File: src/rtl/mac_unit.sv
// rtl/mac_unit.sv - two-stage unsigned multiply-accumulate producing one K-term dot product per completion
module mac_unit #(
  parameter int DATA_W = 8,
  parameter int ACC_W  = 16,
  parameter int K      = 3
) (
  input  logic              clk,
  input  logic              reset,
  input  logic              enable,
  input  logic [DATA_W-1:0] a_in,
  input  logic [DATA_W-1:0] b_in,
  input  logic              abort,
  output logic [ACC_W-1:0]  mac_out,
  output logic              mac_valid,
  output logic              sat,
  output logic              busy
);

  localparam int PW    = 2 * DATA_W;
  localparam int CNT_W = (K > 1) ? $clog2(K) : 1;
  localparam logic [CNT_W-1:0] LAST_TERM = CNT_W'(K - 1);

  logic [CNT_W-1:0] term_cnt_q, term_cnt_d;
  logic [ACC_W-1:0] prod_q, prod_d;
  logic             p_vld_q, p_vld_d;
  logic             p_last_q, p_last_d;
  logic [ACC_W-1:0] acc_q, acc_d;
  logic             sat_acc_q, sat_acc_d;
  logic [ACC_W-1:0] mac_out_q, mac_out_d;
  logic             mac_valid_q, mac_valid_d;
  logic             sat_q, sat_d;

  logic [PW-1:0]    mult;
  logic [ACC_W:0]   sum;
  logic             carry;
  logic [ACC_W-1:0] result;

  assign mult   = PW'(a_in) * PW'(b_in);
  assign sum    = {1'b0, acc_q} + {1'b0, prod_q};
  assign carry  = sum[ACC_W];
  // A carry-out clamps to all-ones; later terms keep it pinned there.
  assign result = carry ? {ACC_W{1'b1}} : sum[ACC_W-1:0];

  always_comb begin
    term_cnt_d  = term_cnt_q;
    prod_d      = prod_q;
    p_vld_d     = 1'b0;
    p_last_d    = p_last_q;
    acc_d       = acc_q;
    sat_acc_d   = sat_acc_q;
    mac_out_d   = mac_out_q;
    mac_valid_d = 1'b0;
    sat_d       = sat_q;
    if (abort) begin
      term_cnt_d = '0;
      p_last_d   = 1'b0;
      acc_d      = '0;
      sat_acc_d  = 1'b0;
    end else begin
      if (enable) begin
        prod_d     = ACC_W'(mult);
        p_vld_d    = 1'b1;
        p_last_d   = (term_cnt_q == LAST_TERM);
        term_cnt_d = (term_cnt_q == LAST_TERM) ? '0 : term_cnt_q + CNT_W'(1);
      end
      if (p_vld_q) begin
        if (p_last_q) begin
          mac_out_d   = result;
          sat_d       = sat_acc_q | carry;
          mac_valid_d = 1'b1;
          acc_d       = '0;
          sat_acc_d   = 1'b0;
        end else begin
          acc_d     = result;
          sat_acc_d = sat_acc_q | carry;
        end
      end
    end
  end

  always_ff @(posedge clk) begin
    if (reset) begin
      term_cnt_q  <= '0;
      prod_q      <= '0;
      p_vld_q     <= 1'b0;
      p_last_q    <= 1'b0;
      acc_q       <= '0;
      sat_acc_q   <= 1'b0;
      mac_out_q   <= '0;
      mac_valid_q <= 1'b0;
      sat_q       <= 1'b0;
    end else begin
      term_cnt_q  <= term_cnt_d;
      prod_q      <= prod_d;
      p_vld_q     <= p_vld_d;
      p_last_q    <= p_last_d;
      acc_q       <= acc_d;
      sat_acc_q   <= sat_acc_d;
      mac_out_q   <= mac_out_d;
      mac_valid_q <= mac_valid_d;
      sat_q       <= sat_d;
    end
  end

  assign mac_out   = mac_out_q;
  assign mac_valid = mac_valid_q;
  assign sat       = sat_q;
  assign busy      = (term_cnt_q != '0) | p_vld_q;

endmodule

File: config.mk
export PLATFORM = sky130hd
export DESIGN_NAME = mac_unit
export DESIGN_NICKNAME = d
export VERILOG_FILES = /design/src/rtl/mac_unit.sv
export SDC_FILE = /design/constraint.sdc
export NUM_CORES = 1
export LEC_CHECK = 0
export CELL_PAD_IN_SITES_DETAIL_PLACEMENT = 1
export CELL_PAD_IN_SITES_GLOBAL_PLACEMENT = 1
export CORE_MARGIN = 10
export CORE_UTILIZATION = 49
export DETAILED_ROUTE_END_ITERATION = 16
export PLACE_DENSITY_LB_ADDON = 0.1
export SLEW_MARGIN = 20
export SYNTH_ARGS = -nofsm -noshare
export SYNTH_HDL_FRONTEND = slang
export SYNTH_SLANG_ARGS = --single-unit
File: constraint.sdc
create_clock -name clk -period 13.1 [get_ports clk]
set_input_delay 2.62 -clock clk [delete_from_list [all_inputs] [get_ports clk]]
set_output_delay 2.62 -clock clk [all_outputs]
set_load 0.01 [all_outputs]
==> flow_summary_export.csv <==
group,metric,value,unit
layout,antenna_cells,0,
critical_path,critical_path.top_delay_family,"adder cells",
clock_network,cts_buffers,5,
pwr,pwr-share-seq,0.304,
grt,grt-ovfl-total,0,
pwr,p_per_area,108,nW/µm²
drt,drt-vias-per-instance,5.54,
timing,final.period_utilization,0.544,
timing,fin_crit,7.13,ns
logic_synthesis,synth_cell_type_count,57,
pwr,swShare,0.404,
logic_synthesis,synthTopCellsByArea,"dfxtp_1 (22%), fa_1 (15%), ha_1 (13%)",
timing,max-slew-margin-rel,0.472,
timing,tightestPinTransition,0.790,ns
critical_path,worstPathArrival,7.35,ns
timing,hold_viol,0,
pwr,p_comb_frac,0.513,
layout,nNetsFinal,723,
timing,finalMaxSlewViolations,0,
pwr,pwr-share-clk,0.183,
drt,finalWirelength,12500,µm
grt,grt_max_degree,38,
clock_network,ctsHoldBuffers,0,
critical_path,cp-end-kind,"flip-flop",
critical_path,path_common_cell,"fa_1",
logic_synthesis,synth_top_flop_cell,"dfxtp_1",
min_path,hold_class,"reg2reg",
logic_synthesis,synth.top_cell.area_share,0.219,
layout,drive_gt1_frac,0.0472,
logic_synthesis,yosysSeqAreaShare,0.219,
clock_network,cts_buffer_depth,2,
floorplanning,row_count,36,
layout,fillers,1198,
critical_path,worst-path-max-fanout,8,
logic_synthesis,avgSynthCellArea,8.56,µm²
clock_network,clock_latency,0.31,ns
pwr,power.switching,0.244,mW
grt,grt_pass1_wl,21700,µm
drt,drtAntennaViolNets,0,
critical_path,crit_path_cell_trace,"clkdlybuf4s50_1 > nand2_1 > fa_1 > fa_1 > inv_1 > fa_1 > inv_1 > fa_1 > inv_1 > ha_1 > o21ai_0 > a21oi_1 > o21ai_0 > o21ai_0 > xnor2_1 > a211oi_1",
grt,grt_pass1_vias,4448,
logic_synthesis,synth_seq_cells,55,
floorplanning,initial_core_util,0.510,
timing,fmax,140,MHz
timing,setup_tns,0,ns
critical_path,slowest_delay,0.62,ns
timing,finalSetupViolCount,0,
logic_synthesis,synth_most_common_cell,"inv_1",
grt,gr-usage-all-layers,0.177,
logic_synthesis,synth_top_area_cell,"dfxtp_1",
drt,drtPass1Iterations,4,
placed_design,gp_congestion,0.849,
pwr,p_int,0.360,mW
floorplanning,die_y,121,µm
clock_network,ctsResizeCount,0,
drt,wl_per_cell,16.8,µm
clock_network,cts_tree,"done",
critical_path,critPathBufInv,4,
floorplanning,fp.dieW,121,µm
logic_synthesis,synth_nets,696,
drt,vias,4135,
floorplanning,coreArea,9860,µm²
job,max_cap_viol_count,0,
clock_network,cts-root-buf,"clkbuf_8",
drt,remaining_drc_errors,0,
logic_synthesis,synth_edf_count,0,
timing,rsz0062_at_grt,"false",
logic_synthesis,synth_warnings,0,
logic_synthesis,async_flop_share,0,
placed_design,hpwl,10400,µm
floorplanning,die_area,14700,µm²
pwr,total_leakage_power,2.50,nW
grt,antenna_found_initial,0,
floorplanning,ios,39,
logic_synthesis,synthTopCellsByCount,"inv_1 (57), dfxtp_1 (55), nand2_1 (55)",
clock_network,postCtsSetupRepairBufs,0,
outcome,status,"finished, final reports clean",
clock_network,clk_pin_slew,0.10,ns
critical_path,cp_slowest_cell,"clkdlybuf4s50_1",
critical_path,required,13.32,ns
logic_synthesis,syn-instance-count,587,
placed_design,portBuffers,38,
clock_network,cts_sinks,55,
clock_network,ctsHtreeMaxLevel,2,
timing,skew,0.00663,ns
layout,area_growth,11.1,%
pwr,peakVddDrop,58.0,µV
critical_path,cp-start-kind,"input port",
logic_synthesis,synth_area,5030,µm²
critical_path,timing.setup.critical_path_class,"in2reg",
timing,setup_ws,5.97,ns
drt,drt_iter0_drc,188,
placed_design,dp_slack,5.70,ns
area by class of cell:
type,count,area [µm²],share of cell area
clock inverter,2,37.5,0.00672
multi-input combinational,455,3600,0.645
sequential,55,1100,0.197
clock buffer,5,68.8,0.0123
tap,133,166,0.0298
inverter,57,214,0.0383
timing repair buffer,40,395,0.0708
through the flow:
| stage | cell area, µm² | std cells | util | hold slack [ns] | power [mW] |
|---|---|---|---|---|---|
| after floorplan | 5030 | 587 | - | 0.429 | 0.424 |
| after global placement | 5470 | 740 | 0.555 | 0.442 | 0.479 |
| after detailed placement | 5470 | 740 | 0.555 | 0.450 | 0.495 |
| after CTS | 5580 | 747 | 0.566 | 0.465 | 0.608 |
| after global routing | 5590 | 747 | 0.566 | 0.489 | 0.660 |
| final | 5590 | 747 | 0.566 | 0.461 | 0.604 |
routing by layer:
layer	vias up	track usage	part of all wire
li1	2042	-	-
met1	2041	0.223	0.46
met2	40	0.313	0.51
met3	12	0.0223	0.020
met4	0	0.0395	0.011
met5	-	0	0
layout by cell type (no fill, tap or decap), drive strengths merged, types with 4 or more instances in the layout:
master         instances
a211oi                17
and2                  51
nor2                  52
mux2i                  6
nand4                  4
xor2                   4
nand2b                 6
xnor2                 11
inv                   57
nand2                 57
clkdlybuf4s50         38
clkbuf                 5
o21ai                 30
nor3                   7
dfxtp                 55
a21oi                 44
nand3                 10
a311oi                 9
a21o                  13
ha                    52
o21a                   8
fa                    37
nor3b                  4
worst reg2reg max path: stages, from the launching register on:
cell	delay [ns]
dfxtp_1	0.34
ha_1	0.24
inv_1	0.08
fa_1	0.20
nor2b_1	0.08
o31a_1	0.30
o211ai_2	0.32
o21a_1	0.44
o21ai_2	0.18
o31a_1	0.27
state kept, by name, summed over array words and instances, names as in the netlist:
| name | count |
|---|---|
| sat_acc_q | 1 |
| mac_out | 16 |
| term_cnt_q | 2 |
| acc_q | 16 |
| sat | 1 |
| p_vld_q | 1 |
| prod_q | 16 |
| p_last_q | 1 |
| mac_valid | 1 |
path summary, 6_finish.rpt:
check	from	to	slack, ns	depth (start not counted)
hold reg to reg	acc_q[15]$_SDFFE_PP0P_	acc_q[15]$_SDFFE_PP0P_	0.46	2
setup / recovery	b_in[7]	prod_q[15]$_SDFFE_PP0P_	5.97	16
hold / removal	acc_q[15]$_SDFFE_PP0P_	acc_q[15]$_SDFFE_PP0P_	0.46	2
setup reg to reg	prod_q[0]$_SDFFE_PP0P_	mac_out[9]$_SDFFE_PP0P_	10.56	9
power groups by stage:
stage / clock network, mW / logic [mW] / registers, mW
final: 0.111 / 0.310 / 0.184
after global routing: 0.121 / 0.355 / 0.185
after CTS: 0.114 / 0.310 / 0.184
after detailed placement: 0 / 0.307 / 0.188
after global placement: 0 / 0.292 / 0.188
after floorplan: 0 / 0.239 / 0.185
cell families (layout without fill, tap and decap cells):
group           count (synthesis)  after routing  synth area share
compound gates                138            138             0.192
xor+xnor                       15             15            0.0261
simple gates                  207            207             0.208
buf+inv                        77            104            0.0660
flops                          55             55             0.219
fa+ha+maj                      89             89             0.277
mux                             6              6            0.0119
Note: power is estimated with default switching activity, not from simulation.
